[src/rtl/vend_pkg.sv]
// Shared vending definitions: coin codes, coin values and the change
// dispenser state encoding. Coin codes match the controller's coin input.
// No ports (package).
package vend_pkg;

  localparam int VEND_AMT_W = 10;

  localparam logic [1:0] COIN_NONE = 2'b00;
  localparam logic [1:0] COIN_50   = 2'b01;
  localparam logic [1:0] COIN_100  = 2'b10;

  localparam logic [VEND_AMT_W-1:0] COIN_VAL_50  = 10'd50;
  localparam logic [VEND_AMT_W-1:0] COIN_VAL_100 = 10'd100;

  typedef enum logic [2:0] {
    ST_IDLE,
    ST_SELECT,
    ST_PRESENT,
    ST_DONE,
    ST_FAULT
  } disp_state_t;

endpackage

[src/rtl/ack_watchdog.sv]
// Ack watchdog: down-counter reloaded by clr, counts while en, flags expiry.
// Ports: clk/rst (sync, active-high), clr loads TIMEOUT-1, en decrements,
// expired is high once the counter has reached zero (registered count).
module ack_watchdog #(
  parameter int TIMEOUT = 255
) (
  input  logic clk,
  input  logic rst,
  input  logic clr,
  input  logic en,
  output logic expired
);

  localparam int CW = (TIMEOUT > 1) ? $clog2(TIMEOUT) : 1;

  logic [CW-1:0] cnt;

  // Loaded with TIMEOUT-1 so that the TIMEOUT-th waiting cycle sees zero.
  always_ff @(posedge clk) begin
    if (rst) begin
      cnt <= '0;
    end else if (clr) begin
      cnt <= CW'(TIMEOUT - 1);
    end else if (en && (cnt != '0)) begin
      cnt <= cnt - CW'(1);
    end
  end

  assign expired = (cnt == '0);

endmodule

[src/rtl/change_dispenser.sv]
// Change payout engine: pays an amount greedily (1 TL before 50 kurus) to the
// hopper one coin at a time over coin_valid/coin_ack, tracking coin stock.
// Ports: req/amount start a payout (IDLE only); coin/coin_valid/coin_ack talk
// to the hopper; busy/done/short/remaining/fault report status; refill_50/100
// and stock_50/100 manage stock. All outputs come straight from flops.
// Build option: CHANGE_STOCK_TRACK_EN enables stock counters and refills;
// without it supply is infinite and stock outputs read all-ones.
module change_dispenser
  import vend_pkg::*;
#(
  parameter int AMT_W       = VEND_AMT_W,
  parameter int STOCK_W     = 8,
  parameter int INIT_STOCK  = 20,
  parameter int ACK_TIMEOUT = 255
) (
  input  logic               clk,
  input  logic               rst,
  input  logic               req,
  input  logic [AMT_W-1:0]   amount,
  output logic [1:0]         coin,
  output logic               coin_valid,
  input  logic               coin_ack,
  output logic               busy,
  output logic               done,
  output logic               short,
  output logic [AMT_W-1:0]   remaining,
  output logic               fault,
  input  logic               refill_50,
  input  logic               refill_100,
  output logic [STOCK_W-1:0] stock_50,
  output logic [STOCK_W-1:0] stock_100
);

  localparam logic [AMT_W-1:0] V50  = AMT_W'(COIN_VAL_50);
  localparam logic [AMT_W-1:0] V100 = AMT_W'(COIN_VAL_100);

  disp_state_t      state, state_nxt;
  logic [1:0]       coin_q, coin_nxt;
  logic [AMT_W-1:0] rem_q, rem_nxt, rem_after;
  logic             short_q, short_nxt;
  logic             wd_clr, wd_expired;
  logic             ack_fire;

  // Availability now (for SELECT) and after this cycle's stock update
  // (for the look-ahead taken on an ack).
  logic avail50_now, avail100_now, avail50_nxt, avail100_nxt;

  function automatic logic [1:0] pick_coin(input logic [AMT_W-1:0] rem,
                                           input logic has100,
                                           input logic has50);
    if ((rem >= V100) && has100) return COIN_100;
    else if ((rem >= V50) && has50) return COIN_50;
    else return COIN_NONE;
  endfunction

  assign ack_fire  = (state == ST_PRESENT) && coin_ack;
  assign rem_after = (coin_q == COIN_100) ? (rem_q - V100) : (rem_q - V50);

`ifdef CHANGE_STOCK_TRACK_EN
  logic [STOCK_W-1:0] s50_q, s100_q, s50_nxt, s100_nxt;
  logic               dec50, dec100;

  // Refill and dispense of the same denomination cancel out.
  function automatic logic [STOCK_W-1:0] stock_step(input logic [STOCK_W-1:0] cur,
                                                    input logic inc,
                                                    input logic dec);
    stock_step = cur;
    if (inc && !dec && (cur != '1)) stock_step = cur + STOCK_W'(1);
    else if (dec && !inc) stock_step = cur - STOCK_W'(1);
  endfunction

  assign dec50    = ack_fire && (coin_q == COIN_50);
  assign dec100   = ack_fire && (coin_q == COIN_100);
  assign s50_nxt  = stock_step(s50_q, refill_50, dec50);
  assign s100_nxt = stock_step(s100_q, refill_100, dec100);

  always_ff @(posedge clk) begin
    if (rst) begin
      s50_q  <= STOCK_W'(INIT_STOCK);
      s100_q <= STOCK_W'(INIT_STOCK);
    end else begin
      s50_q  <= s50_nxt;
      s100_q <= s100_nxt;
    end
  end

  assign avail50_now  = (s50_q != '0);
  assign avail100_now = (s100_q != '0);
  assign avail50_nxt  = (s50_nxt != '0);
  assign avail100_nxt = (s100_nxt != '0);
  assign stock_50     = s50_q;
  assign stock_100    = s100_q;
`else
  logic unused_cfg;
  assign unused_cfg   = ^{refill_50, refill_100, STOCK_W'(INIT_STOCK)};
  assign avail50_now  = 1'b1;
  assign avail100_now = 1'b1;
  assign avail50_nxt  = 1'b1;
  assign avail100_nxt = 1'b1;
  assign stock_50     = '1;
  assign stock_100    = '1;
`endif

  ack_watchdog #(
    .TIMEOUT (ACK_TIMEOUT)
  ) u_wd (
    .clk     (clk),
    .rst     (rst),
    .clr     (wd_clr),
    .en      (state == ST_PRESENT),
    .expired (wd_expired)
  );

  always_ff @(posedge clk) begin
    if (rst) begin
      state   <= ST_IDLE;
      coin_q  <= COIN_NONE;
      rem_q   <= '0;
      short_q <= 1'b0;
    end else begin
      state   <= state_nxt;
      coin_q  <= coin_nxt;
      rem_q   <= rem_nxt;
      short_q <= short_nxt;
    end
  end

  always_comb begin
    state_nxt = state;
    coin_nxt  = coin_q;
    rem_nxt   = rem_q;
    short_nxt = short_q;
    wd_clr    = 1'b0;
    case (state)
      ST_IDLE: begin
        if (req) begin
          rem_nxt   = amount;
          short_nxt = 1'b0;
          state_nxt = ST_SELECT;
        end
      end
      ST_SELECT: begin
        coin_nxt = pick_coin(rem_q, avail100_now, avail50_now);
        if (coin_nxt != COIN_NONE) begin
          state_nxt = ST_PRESENT;
          wd_clr    = 1'b1;
        end else begin
          state_nxt = ST_DONE;
        end
      end
      ST_PRESENT: begin
        if (coin_ack) begin
          // Look ahead: if no further coin can be paid, skip SELECT so the
          // final ack is followed directly by the done pulse.
          rem_nxt  = rem_after;
          coin_nxt = COIN_NONE;
          if (pick_coin(rem_after, avail100_nxt, avail50_nxt) == COIN_NONE)
            state_nxt = ST_DONE;
          else
            state_nxt = ST_SELECT;
        end else if (wd_expired) begin
          coin_nxt  = COIN_NONE;
          state_nxt = ST_FAULT;
        end
      end
      ST_DONE: begin
        short_nxt = (rem_q != '0);
        state_nxt = ST_IDLE;
      end
      ST_FAULT: begin
        state_nxt = ST_FAULT;
      end
      default: begin
        state_nxt = ST_IDLE;
        coin_nxt  = COIN_NONE;
      end
    endcase
  end

  assign coin       = coin_q;
  assign coin_valid = (state == ST_PRESENT);
  assign busy       = (state != ST_IDLE);
  assign done       = (state == ST_DONE);
  assign fault      = (state == ST_FAULT);
  assign short      = short_q;
  assign remaining  = rem_q;

endmodule

[config.mk]
export PLATFORM = sky130hd
export DESIGN_NAME = change_dispenser
export DESIGN_NICKNAME = d
export VERILOG_FILES = /design/src/rtl/vend_pkg.sv /design/src/rtl/ack_watchdog.sv /design/src/rtl/change_dispenser.sv
export SDC_FILE = /design/constraint.sdc
export NUM_CORES = 1
export LEC_CHECK = 0
export ABC_AREA = 1
export BUFFER_PORTS_ARGS = -buffer_cell sky130_fd_sc_hd__buf_2
export CAP_MARGIN = 20
export CORE_MARGIN = 10
export CORE_UTILIZATION = 54
export DETAILED_ROUTE_END_ITERATION = 8
export PLACE_DENSITY = 0.81
export SLEW_MARGIN = 30
export SYNTH_ARGS = -nofsm -noshare
export SYNTH_HDL_FRONTEND = slang
export SYNTH_HIERARCHICAL = 1
export SYNTH_SLANG_ARGS = --single-unit
[constraint.sdc]
create_clock -name clk -period 2.6 [get_ports clk]
set_clock_uncertainty 0.2 [all_clocks]
set_input_delay 0.52 -clock clk [delete_from_list [all_inputs] [get_ports clk]]
set_output_delay 0.52 -clock clk [all_outputs]
set_load 0.005 [all_outputs]
; ---- After elaboration in Yosys (flattened, before gate mapping)
; Cells that the tools add are included.
[op_classes]
n_addsub = 3
n_bitwise = 1
reduce_logical = 17
n_mux = 26
eq_ne = 8
magnitude_cmp = 4
[ops]
columns = cell, n
row1 = 10-bit 2-to-1 mux, 3
row2 = 10-bit by 6-bit >= comparator with 1-bit output (second input constant), 2
row3 = 10-bit by 7-bit >= comparator with 1-bit output (second input constant), 2
row4 = 10-bit one-hot mux with 2 select lines, 1
row5 = 2-bit 2-to-1 mux, 8
row6 = 8-bit 2-to-1 mux, 2
row7 = 3-bit one-hot mux with 4 select lines, 1
row8 = 10-bit nonzero test, 1
row9 = 10-bit by 6-bit subtractor with 10-bit output (second input constant), 1
row10 = 10-bit by 7-bit subtractor with 10-bit output (second input constant), 1
row11 = 3-bit 2-to-1 mux, 3
row12 = 8-bit zero test, 1
row13 = 2-bit nonzero test, 4
row14 = 8-bit nonzero test, 1
row15 = 8-bit by 1-bit subtractor with 8-bit output (second input constant), 1
row16 = 3-bit by 2-bit == test with 1-bit output (second input constant), 2
row17 = 1-bit 2-to-1 mux, 6
row18 = 2-bit one-hot mux with 3 select lines, 1
row19 = 2-bit AND reduction, 3
row20 = 2-bit != test (second input constant), 2
row21 = 3-bit by 1-bit == test with 1-bit output (second input constant), 1
row22 = 3-bit == test (second input constant), 1
row23 = 3-bit zero test, 1
row24 = 3-bit != test (second input constant), 1
row25 = 9 further kinds, 9
[totals]
regBits = 24
output_inout_bits = 33
word_cells = 65

; ---- Depth between registers and ports, before layout
; Gate-level depths: netlist of the first run.
[depth]
depth_word = 11
ltp_mapped = 15
depth_no_buf = 15

; ---- By module
; Netlist of the first run, hierarchy kept.
[by_module_without_submodules]
columns = mod, cells_each, area_each_um2, instances
row1 = change_dispenser, 223, 1445.1, 1
row2 = ack_watchdog, 88, 549.3, 1

; ---- Worst setup path after synthesis of the first run
; Ideal clock, no wire load.
[synth_path]
kind = reg-to-reg
from = register rem_q[2], in the netlist remaining[2]
to = register u_wd.cnt[1]
setup_slack_ns = 0.557
setup_ns = 0.115
stages_incl_launch_ff = 15
arrival_ns = 1.728
required_time_ns = 2.285
path_cell_list = dfxtp_1 -> inv_1 -> ha_1 -> nand2_1 -> nand2_1 -> nand2_1 -> nand3_1 -> a31o_1 -> inv_2 -> nor2_1 -> inv_1 -> buf_4 -> nand2_1 -> o21ai_0 -> inv_1
[synth_via]
elab_chain_cells = 8
elab_cells_between_ends = 10
[synth_rtl]
columns = item, line_no
row1 = start: declaration, change_dispenser.sv:39  ; logic [AMT_W-1:0] rem_q, rem_nxt, rem_after;
row2 = start signal: assignment, change_dispenser.sv:123  ; rem_q <= rem_nxt;
row3 = 10-bit by 6-bit >= comparator with 1-bit output, change_dispenser.sv:52  ; else if ((rem >= V50) && has50) return COIN_50;
row4 = 1-bit 2-to-1 mux, change_dispenser.sv:52
row5 = 2-bit 2-to-1 mux (*), change_dispenser.sv:51  ; if ((rem >= V100) && has100) return COIN_100;
row6 = 2-bit 2-to-1 mux (*), change_dispenser.sv:134  ; case (state)
row7 = 2-bit nonzero test (*), change_dispenser.sv:144  ; if (coin_nxt != COIN_NONE) begin
row8 = 1-bit 2-to-1 mux (*), change_dispenser.sv:144
row9 = 1-bit 2-to-1 mux (*), change_dispenser.sv:134
row10 = named net wd_clr, change_dispenser.sv:41  ; logic wd_clr, wd_expired;
row11 = 8-bit 2-to-1 mux / 2-bit nonzero test (equally long branches), --
row12 = end signal: assignment, ack_watchdog.sv:23  ; cnt <= CW'(TIMEOUT - 1);
row13 = end signal: assignment, ack_watchdog.sv:25  ; cnt <= cnt - CW'(1);
row14 = end: declaration, ack_watchdog.sv:16  ; logic [CW-1:0] cnt;
; Mark *: on every way through the listed nets, which the timed path passes. The rest lies on a longest branch. The select of a mux whose other input is x is not followed.
; A chain may end at the register's enable or synchronous reset.

; ---- Final worst setup path of the first run
[layout_path]
from = register rem_q[2], in the netlist remaining[2]
to = register u_wd.cnt[4]
; Same word-level chain as after synthesis.

==> results.md, run 1 <==
* Outcome: finished clean
* Proportion of synthesized flip-flops having asynchronous set or reset at 0
* # clock sinks at 24
* Final critical delay including setup and external delays at roughly 2.3 ns
* Maximum fanout along the worst path at 12
* Worst Setup SP: remaining[2]$_SDFFE_PP0P_
* Starting density of the core at 0.553
* Slowest cell delay on critical path at ~0.38 ns
* Flip-flop and latch count after synthesis at 24
* TritonCTS clock tree: built
* Maximum vdd ir drop at just under 0.0008 V
* Classification of the worst setup path: reg2reg
* Buffer levels on the longest clock path at 2
* Number of cells upsized or downsized after cts at 0
* Number of detailed-routing iterations run before antenna repair at 4
* Unrepaired setup endpoints after global routing: no
* I/O pin total at 49
* Width of the die at roughly 80 um
* CTS buffer count at 3
* Die height at 80.8 um
* Wire length of the first global-routing pass at approximately 7.9 mm
* Cell class contributing the biggest share of worst-path delay: simple AND/OR/NAND/NOR gates
* Fraction of final layout cells with drive strength greater than 1 at 0.232
* Global placer's final weighted congestion at between 0.9 and 1
* Setup Viol. Count Final at 0
* Worst min path class: reg2reg
* Start of the worst register-to-register path: remaining[2]$_SDFFE_PP0P_
* Yosys Warn Count at 6
* Sequential area share after synthesis at 0.241
* CP Data Required Time at about 2.6 ns
* CP max stage cell: dfxtp_1
* Post-Syn Area at around 2000 um2
* Vias after detailed routing at 1962
* CP Capture Point: u_wd/cnt[4]$_SDFFE_PP0P_
* Combined buffer and inverter count along the critical path at 3
* Port-buffer cells at 30
* Maximum clock frequency at 433 MHz
* Reg clk slew, reported paths at roughly 0.090 ns
* Detailed placement HPWL at around 3.8 mm
* Syn avg cell area at 6.41 um2
* Number of antenna violations at the first check in global routing at 0
* DR iter-0 viols at between 150 and 200
* Routed Antenna Nets at 0
* Number of hold violations in the final report at 0
* Crit start category: flop
* Via count of the first global-routing pass at 1782
* Final-report max-slew violation count at 0
* Most used flip-flop cell after synthesis: dfxtp_1
* Overall overflow remaining after global route at 0
* Final standard cell area without fillers at roughly 2200 um2
* Number of flops mapped to enable cells by yosys at 0
* Buffer count from post-CTS setup fixing at 0
* Area of the die at around 6500 um2
* CP endpoint kind: flop
* Arrival @ worst endpoint at 2.27 ns
* Number of vias per cell after detailed routing at around 5
* Final critical-path share of the clock period at 0.889
* Fin Setup TNS at 0 ns
* Final standard cell utilization of the core at 0.607
* Maximum number of pins on one net before global-route repair at 15
* Count of H-tree levels built during CTS at 1
* DRC errors left at 0
* Total power per unit cell area at 1330 nW/um2
* Number of antenna repair diodes at 0
* Count of distinct cell types in the synthesized netlist at 32
* Sequence of cells on the critical path: inv_1 -> ha_1 -> nand2_1 -> nand2_1 -> nand2_1 -> nand3_1 -> a31o_1 -> inv_2 -> nor2_1 -> inv_1 -> o21ai_0 -> nor2_1 -> nor2_1
* Gate Count Post-Synth at slightly above 300
* All-Layer GR Usage at 0.145
* Total power at 2.92 mW
* Area of the core at approximately 3600 um2
* Number of max-cap violations at 0
* Dpl cells at around 390
* Final wirelength at 4.76 mm
* Depth of the most critical reg-to-reg path at 13
* Final nets at around 370
* Latest clock arrival within the worst-skew pair at about 0.27 ns
* Static Leakage at 1.11 nW
* Setup slack on the worst flop-to-flop path at a little under 0.3 ns
* Final Non-Filler Cells at between 300 and 400
* Number of gates on the worst path with buffers counted at 13
* Number of standard-cell rows in the floorplan at 22
* Post-DP Area at 2120 um2
* Mean routed wirelength per cell at 12.2 um
* Count of fill cells added during filler insertion at 375
* Capturing point of the worst reg2reg path: u_wd/cnt[4]$_SDFFE_PP0P_
* CTS hold repair buffers at 0
* Area overhead of the layout relative to synthesis at 9.72%
* Buffer type at the clock tree root: clkbuf_8
## cell families after synthesis
kind of cell             after synthesis  share of synthesized area
buffers and inverters                 65                      0.161
flip-flops                            24                      0.241
XOR/XNOR                               2                    0.00878
AO/OA/AOI/OAI                         50                      0.175
AND/OR/NAND/NOR                      162                      0.369
other                                  1                    0.00188
adder cells (fa/ha/maj)                7                     0.0439
## synth_stat cells (2+ instances only)
master	n	area share
nand2_1	84	0.16
inv_1	32	0.060
nand3_1	27	0.068
nor2_1	25	0.047
dfxtp_1	24	0.24
buf_4	17	0.064
a21oi_1	13	0.033
inv_2	13	0.024
a21oi_2	12	0.053
o21ai_0	9	0.023
ha_1	7	0.044
nor3_1	7	0.018
o21ai_1	7	0.018
a211oi_2	4	0.025
nand4_1	4	0.013
nor2_4	4	0.023
nor2_2	3	0.0094
nand2_2	2	0.0063
nand2_4	2	0.011
o211ai_1	2	0.0075
xor2_1	2	0.0088
## power breakdown
group	switching (mW)	total [mW]	internal, mW
sequential	0.213	0.730	0.517
clock	0.126	0.331	0.206
combinational	1.19	1.86	0.673
total	1.52	2.92	1.40
## routing by layer
layer	vias to the layer above	wire length, um	GRT usage
met5	-	0	0
met1	864	2020	0.190
met3	2	422	0.0276
li1	1031	-	-
met2	65	2300	0.245
met4	0	22	0.0242
## cell type report
class                           instances  area [um2]  area share
Multi-Input combinational cell        237        1250       0.571
Inverter                               45         169      0.0772
Sequential cell                        24         480       0.220
Tap cell                               48        60.1      0.0274
Clock inverter                          1        30.0      0.0137
Clock buffer                            3        41.3      0.0189
Timing Repair Buffer                   31         158      0.0720
## cells in the final DEF (no fill, tap or decap), types with 7 or more instances in the layout
master / instances
nor2_1: 25
buf_2: 30
nand2_1: 84
a21oi_1: 13
ha_1: 7
nand3_1: 27
nor3_1: 7
o21ai_0: 9
o21ai_1: 7
inv_2: 13
inv_1: 32
dfxtp_1: 24
a21oi_2: 12
conb_1: 16
## registers in the layout, indices dropped and copies added (netlist names)
name and count:
remaining 10, u_wd/cnt 8, state 3, coin 2
short 1
## tightest hold or removal path: cells and delay by family (launching register included)
family,cells,cell delay (ns)
AO/OA/AOI/OAI,1,0.06
flip-flops,1,0.33
AND/OR/NAND/NOR,1,0.07
## worst min path at each step
| stage | to | startpoint | slack (ns) | depth (start not counted) |
|---|---|---|---|---|
| after floorplan | u_wd/cnt[0]$_SDFFE_PP0P_ | u_wd/cnt[0]$_SDFFE_PP0P_ | 0.25 | 2 |
| after global placement | u_wd/cnt[0]$_SDFFE_PP0P_ | u_wd/cnt[0]$_SDFFE_PP0P_ | 0.27 | 2 |
| after detailed placement | u_wd/cnt[0]$_SDFFE_PP0P_ | u_wd/cnt[0]$_SDFFE_PP0P_ | 0.29 | 2 |
| after CTS | u_wd/cnt[0]$_SDFFE_PP0P_ | u_wd/cnt[0]$_SDFFE_PP0P_ | 0.31 | 2 |
| after global routing | remaining[0]$_SDFFE_PP0P_ | remaining[0]$_SDFFE_PP0P_ | 0.33 | 2 |
| final | u_wd/cnt[0]$_SDFFE_PP0P_ | u_wd/cnt[0]$_SDFFE_PP0P_ | 0.30 | 2 |
## through the flow
| stage | hold WS (ns) | worst slack [ns] |
|---|---|---|
| finish | 0.300 | 0.289 |
| global route | 0.330 | 0.0297 |
| CTS | 0.308 | 0.294 |
| detailed placement | 0.294 | 0.306 |
| global placement | 0.271 | 0.337 |
| floorplan | 0.253 | 0.557 |
Note: power is estimated with default switching activity, not from simulation.
==> inputs of run 2 (changes only) <==
CORE_UTILIZATION = 49   (was 54)
HOLD_SLACK_MARGIN = 0.05   (was unset)
PLACE_DENSITY = 0.77   (was 0.81)
clock period = 2 ns   (was 2.6 ns; I/O delays follow)
==> run 2 against run 1 <==
  * Flip-flop and latch count is the same
  * Combinational power grew 54%
  * Highest routed layer unchanged
  * Register-to-register slack lost 0.19 ns
  * Critical path depth increased by 1
  * Largest cell class unchanged
  * Critical endpoint unchanged
==> results.md, run 2 (synthesis results as in run 1) <==
* Area of the core at 3970 um2 (+10%)
* Final-report max-slew violation count at 0 (unchanged)
* Final critical delay including setup and external delays at 1.90 ns (-0.410 ns)
* Count of H-tree levels built during CTS at 1 (unchanged)
* Switching power summed over all nets at 2.09 mW (+37%)
* Worst min path class: in2reg
* Post-DP Area at 2250 um2 (+6.1%)
* Maximum number of pins on one net before global-route repair at 15 (unchanged)
* Mean routed wirelength per cell at 12.6 um (+3.4%)
* Proportion of power drawn by the clock network at 0.103 (-0.010)
* Launch point of the worst hold path: amount[0]
* Number of detailed-routing iterations run before antenna repair at 4 (unchanged)
* Final nets at 382 (+4.7%)
* Port-buffer cells at 30 (unchanged)
* Number of vias per cell after detailed routing at 5.03 (-0.33%)
* Unrepaired setup endpoints after global routing: no
* Maximum fanout along the worst path at 6 (-6)
* Number of standard-cell rows in the floorplan at 23 (+4.5%)
* Slowest cell delay on critical path at 0.34 ns (-0.04 ns)
* Final wirelength at 5.16 mm (+8.5%)
* # clock sinks at 24 (unchanged)
* Most frequent cells in the layout: 82 x nand2_1, 30 x inv_1, 30 x buf_2
* Outcome: finished clean
* Overall overflow remaining after global route at 0 (unchanged)
* CP endpoint kind: flop
* Minimum hold slack at 0.196 ns (-0.104 ns)
* Number of hold violations in the final report at 0 (unchanged)
* Maximum clock frequency at 526 MHz (+22%)
* Most frequent standard cell in the layout excluding fill and tap cells: nand2_1
* Width of the die at 83.8 um (+3.8%)
* Start of the worst register-to-register path: remaining[2]$_SDFFE_PP0P_
* Cell class contributing the biggest share of worst-path delay: simple AND/OR/NAND/NOR gates
* Combined buffer and inverter count along the critical path at 4 (+1)
* Final critical-path share of the clock period at 0.951 (+0.0618)
* Area overhead of the layout relative to synthesis at 18.8%
* I/O pin total at 49 (unchanged)
* Reg clk slew, reported paths at 0.09 ns (about the same)
* Worst Setup SP: remaining[2]$_SDFFE_PP0P_
* Crit start category: flop
* Reg power frac at 0.212 (-0.038)
* CP max stage cell: dfxtp_2
* Setup Slack @ Placement at 0.0835 ns (-0.223 ns)
* DRC errors left at 0 (unchanged)
* Sequence of cells on the critical path: inv_2 -> ha_4 -> nand2_2 -> nand2_2 -> nand2_1 -> nand3_1 -> a31o_1 -> inv_2 -> nor2_1 -> inv_2 -> buf_12 -> o21ai_0 -> nor2_1 -> nor2_1
* Final standard cell area without fillers at 2370 um2 (+8.2%)
* Area of the die at 7020 um2 (+7.6%)
* Static Leakage at 1.21 nW (+9.0%)
* Via count of the first global-routing pass at 1926 (+8.1%)
* Routed Antenna Nets at 0 (unchanged)
* Dpl cells at 402 (+4.4%)
* Fraction of power spent switching nets at 0.499 (-0.0234)
* CP Data Required Time at 1.96 ns (-0.60 ns)
* Global placer's final weighted congestion at 0.951 (+3.1%)
* Share of power burned in combinational logic at 0.685 (+0.049)
* CTS buffer count at 3 (unchanged)
* All-Layer GR Usage at 0.144 (-0.00123)
* Number of max-cap violations at 0 (unchanged)
* Fin Setup TNS at 0 ns (unchanged)
* Flip-flop count of the largest register after layout at 10 (unchanged)
* Number of antenna violations at the first check in global routing at 0 (unchanged)
* Latest clock arrival within the worst-skew pair at 0.27 ns (about the same)
* Cell-internal power at 2.10 mW (+51%)
* Final standard cell utilization of the core at 0.596 (-0.0105)
* Number of antenna repair diodes at 0 (unchanged)
* Die height at 83.8 um (+3.8%)
* Fin worst setup slack at 0.0987 ns (-0.190 ns)
* Final Non-Filler Cells at 408 (+4.9%)
* TritonCTS clock tree: built
* Total power at 4.19 mW (+43%)
* Classification of the worst setup path: reg2reg
* Arrival @ worst endpoint at 1.87 ns (-0.40 ns)
* Starting density of the core at 0.502 (-0.0509)
* Buffer type at the clock tree root: clkbuf_8
* DR iter-0 viols at 107 (-44%)
* Vias after detailed routing at 2051 (+4.5%)
* Fraction of final layout cells with drive strength greater than 1 at 0.288 (+0.0560)
* Setup Viol. Count Final at 0 (unchanged)
* Maximum vdd ir drop at 0.000751 V (-5.6%)
* Total power per unit cell area at 1770 nW/um2 (+33%)
* Detailed placement HPWL at 4.07 mm (+8.4%)
* Buffer levels on the longest clock path at 2 (unchanged)
* Wire length of the first global-routing pass at 8.81 mm (+12%)
[run 2: cell types whose count changed in the layout (fill, tap and decap cells not counted), sizes merged]
cell | previous run | this run
buf | 31 | 47
clkbuf | 3 | 4
[run 2: worst min-delay path, cell delays in order]
cell and delay, ns:
buf_2 0.10, nand4_1 0.07, a21oi_1 0.05
[run 2: repair_timing]
item,4_1_cts,5_1_grt
setup endpoints to repair,0,6
setup buffers,0,1
gates resized for setup,0,8
hold buffers,0,0
[run 2: final timing paths]
| check | depth (start not counted) | slack [ns] | to |
|---|---|---|---|
| min | 3 | 0.20 | remaining[0]$_SDFFE_PP0P_ |
| max reg2reg | 14 | 0.1 | u_wd/cnt[4]$_SDFFE_PP0P_ |
| min reg2reg | 2 | 0.28 | u_wd/cnt[0]$_SDFFE_PP0P_ |
| max | 14 | 0.1 | u_wd/cnt[4]$_SDFFE_PP0P_ |
[run 2: layout make-up]
| class | count | area [um2] |
|---|---|---|
| clock buffers | 3 | 41.3 |
| clock inverters | 1 | 30.0 |
| fillers | 387 | 1600 |
| inverters | 45 | 169 |
| multi-input cells | 237 | 1270 |
| flip-flops and latches | 24 | 483 |
| well taps | 50 | 62.6 |
| repair buffers | 48 | 315 |
[run 2: layer usage]
metal  track usage  wire [um]  part of all wire
met5             0          0                 0
met4        0.0533         78             0.015
met2         0.229       2340              0.45
met3        0.0381        430             0.083
met1         0.180       2310              0.45
[run 2: power by group through the flow]
stage | combinational, mW | sequential [mW] | clock (mW)
2_1_floorplan | 1.97 | 0.910 | 0
3_3_place_gp | 2.69 | 0.878 | 0
3_5_place_dp | 2.74 | 0.884 | 0
4_1_cts | 2.75 | 0.874 | 0.443
5_1_grt | 3.29 | 0.917 | 0.465
6_report | 2.87 | 0.886 | 0.432
==> inputs of run 3 (changes only) <==
CORE_UTILIZATION = 47   (was 49)
PLACE_DENSITY = 0.76   (was 0.77)
SYNTH_HIERARCHICAL = unset   (was 1)
==> run 3 against run 2 <==
  * Combinational power decreased by 32%
  * Hold slack got worse by 0.016 ns
  * Final cell count decreased by 12%
  * Sequential power decreased by 0.7%
  * Flip-flop and latch count unchanged
  * Routed wire length decreased by 16%
  * Synthesized area decreased by 10%
  * Clock-buffer cell count increased by 1
  * Clock power decreased by 22%
  * Synthesized cell count decreased by 10%
  * Highest routed layer unchanged
==> results.md, run 3 <==
* Outcome: finished clean
* Reg power frac at 0.279 (+0.067)
* Starting density of the core at 0.489 (-0.0128)
* Number of standard-cell rows in the floorplan at 22 (-4.3%)
* Most frequent cells in the layout: 70 x nand2_1, 30 x buf_2, 28 x inv_1
* Flip-flop count of the largest register after layout at 10 (unchanged)
* Share of Yosys cell area claimed by the top area cell type at 0.268 (+0.0273)
* Mean routed wirelength per cell at 12.0 um (-4.8%)
* Setup Slack @ Placement at 0.115 ns (+0.0318 ns)
* Wire length of the first global-routing pass at 7.16 mm (-19%)
* Via count of the first global-routing pass at 1673 (-13%)
* Cell types occupying the most area after synthesis: dfxtp_1 27%, nand2_1 15%, buf_4 7.1%
* Global placer's final weighted congestion at 0.871 (-8.3%)
* Post-DP Area at 1950 um2 (-13%)
* Proportion of power drawn by the clock network at 0.108 (+0.005)
* Maximum number of pins on one net before global-route repair at 14 (-1)
* All-Layer GR Usage at 0.129 (-0.0144)
* Latest clock arrival within the worst-skew pair at 0.27 ns (about the same)
* Area of the core at 3660 um2 (-7.8%)
* Yosys Warn Count at 0 (-6)
* Static Leakage at 1.02 nW (-16%)
* Arrival @ worst endpoint at 1.27 ns (-0.60 ns)
* Count of distinct cell types in the synthesized netlist at 35 (+9.4%)
* Port-buffer cells at 30 (unchanged)
* Unrepaired setup endpoints after global routing: no
* Crit start category: flop
* Gate Count Post-Synth at 279 (-10%)
* Number of hold violations in the final report at 0 (unchanged)
* Sequential area share after synthesis at 0.268 (+0.0273)
* Switching power summed over all nets at 1.57 mW (-25%)
* Area overhead of the layout relative to synthesis at 12.4%
* Detailed placement HPWL at 3.56 mm (-13%)
* CP max stage cell: dfxtp_1
* Maximum fanout along the worst path at 6 (unchanged)
* Fraction of power spent switching nets at 0.499 (about the same)
* Leading cell types by count after synthesis: 71 x nand2_1, 29 x inv_1, 24 x a21oi_1, 24 x dfxtp_1, 24 x nand3_1
* Fin Setup TNS at 0 ns (unchanged)
* Classification of the worst setup path: reg2out
* CP Data Required Time at 1.40 ns (-0.56 ns)
* Syn avg cell area at 6.42 um2 (+0.14%)
* Fin worst setup slack at 0.129 ns (+0.0303 ns)
* Count of fill cells added during filler insertion at 368 (-4.9%)
* Post-Syn Area at 1790 um2 (-10%)
* Die height at 81.7 um (-2.5%)
* Area of the die at 6680 um2 (-4.9%)
* Share of power burned in combinational logic at 0.614 (-0.071)
* Vias after detailed routing at 1752 (-15%)
* Total power per unit cell area at 1570 nW/um2 (-11%)
* Cell-internal power at 1.58 mW (-25%)
* Sequence of cells on the critical path: inv_2 -> nand3_2 -> inv_1 -> buf_2
* Routed Antenna Nets at 0 (unchanged)
* Number of antenna violations at the first check in global routing at 0 (unchanged)
* Number of max-cap violations at 0 (unchanged)
* Final critical delay including setup and external delays at 1.87 ns (-0.0303 ns)
* Setup Viol. Count Final at 0 (unchanged)
* Reg clk slew, reported paths at 0.09 ns (about the same)
* Maximum clock frequency at 534 MHz (+1.6%)
* Buffer levels on the longest clock path at 2 (unchanged)
* Maximum vdd ir drop at 0.000668 V (-11%)
* CTS buffer count at 3 (unchanged)
* I/O pin total at 49 (unchanged)
* Final-report max-slew violation count at 0 (unchanged)
* DRC errors left at 0 (unchanged)
* CP endpoint kind: primary output
* Leading area contributor after synthesis: dfxtp_1
* Final standard cell utilization of the core at 0.550 (-0.0465)
* Most used flip-flop cell after synthesis: dfxtp_1
* TritonCTS clock tree: built
* Most frequent standard cell in the layout excluding fill and tap cells: nand2_1
* Number of detailed-routing iterations run before antenna repair at 4 (unchanged)
* Number of antenna repair diodes at 0 (unchanged)
* Final nets at 337 (-12%)
* Fraction of final layout cells with drive strength greater than 1 at 0.211 (-0.0768)
* Proportion of synthesized flip-flops having asynchronous set or reset at 0 (unchanged)
* # clock sinks at 24 (unchanged)
* DR iter-0 viols at 88 (-18%)
* Buffer type at the clock tree root: clkbuf_8
* Slowest cell delay on critical path at 0.33 ns (about the same)
* Worst min path class: in2reg
* Final standard cell area without fillers at 2010 um2 (-15%)
* Flip-flop and latch count after synthesis at 24 (unchanged)
* Most repeated cell in the gate-level netlist after synthesis: nand2_1
* Number of vias per cell after detailed routing at 4.85 (-3.5%)
* Number of flops mapped to enable cells by yosys at 0 (unchanged)
* Count of H-tree levels built during CTS at 1 (unchanged)
* Overall overflow remaining after global route at 0 (unchanged)
* Final wirelength at 4.35 mm (-16%)
* Total power at 3.16 mW (-25%)
* Final critical-path share of the clock period at 0.935 (-0.0152)
* Width of the die at 81.7 um (-2.5%)
## run 3: final cells by class
cell class / instances / area (um2) / area share
multi-input combinational: 212 / 1080 / 0.536
sequential: 24 / 482 / 0.239
timing repair buffer: 37 / 203 / 0.101
inverter: 36 / 135 / 0.0671
tap: 48 / 60.1 / 0.0298
clock buffer: 4 / 55.1 / 0.0273
## run 3: timing repair
action                     in CTS  in global routing
hold buffers                    0                  0
setup endpoints to repair       0                  6
buffers inserted                0                  0
gates resized for setup         0                  3
## run 3: worst max-delay path, delay by kind of cell, from the launching register on
family	cells	cell delay, ns
simple gates	1	0.21
buf+inv	3	0.47
flops	1	0.33
## run 3: final timing paths
kind | from | end | slack (ns) | depth (start not counted)
setup / recovery | state[0]$_SDFFE_PP0P_ | coin_valid | 0.13 | 4
hold / removal | amount[2] | remaining[2]$_SDFFE_PP0P_ | 0.18 | 3
setup reg to reg | state[0]$_SDFFE_PP0P_ | coin[1]$_SDFFE_PP0P_ | 0.19 | 9
hold reg to reg | u_wd.cnt[0]$_SDFFE_PP0P_ | u_wd.cnt[0]$_SDFFE_PP0P_ | 0.30 | 2
## run 3: power by group through the flow
stage	sequential [mW]	clock, mW	combinational, mW
final	0.880	0.339	1.94
after global routing	0.908	0.366	2.24
after CTS	0.875	0.350	1.94
after detailed placement	0.885	0	1.92
after global placement	0.879	0	1.90
after floorplan	0.854	0	1.48
## run 3: logic make-up (layout without fill, tap and decap cells)
| group | after synthesis | after routing | synth area share |
|---|---|---|---|
| other cells | 1 | 16 | 0.00209 |
| buf+inv | 58 | 77 | 0.163 |
| flops | 24 | 24 | 0.268 |
| compound gates | 50 | 50 | 0.149 |
| simple gates | 135 | 135 | 0.345 |
| fa+ha+maj | 7 | 7 | 0.0489 |
| xor+xnor | 4 | 4 | 0.0237 |
## run 3: routing by layer
layer | routed length, um | track usage | up-vias
li1 | - | - | 935
met1 | 2120 | 0.161 | 771
met2 | 1890 | 0.222 | 42
met3 | 286 | 0.0284 | 4
met4 | 41 | 0.0306 | 0
met5 | 0 | 0 | -
## run 3: stage by stage
| step | hold slack (ns) | cells |
|---|---|---|
| after global placement | 0.272 | 357 |
| after detailed placement | 0.289 | 357 |
| final | 0.180 | 361 |
| after floorplan | 0.256 | 294 |
| after CTS | 0.180 | 361 |
| after global routing | 0.198 | 361 |
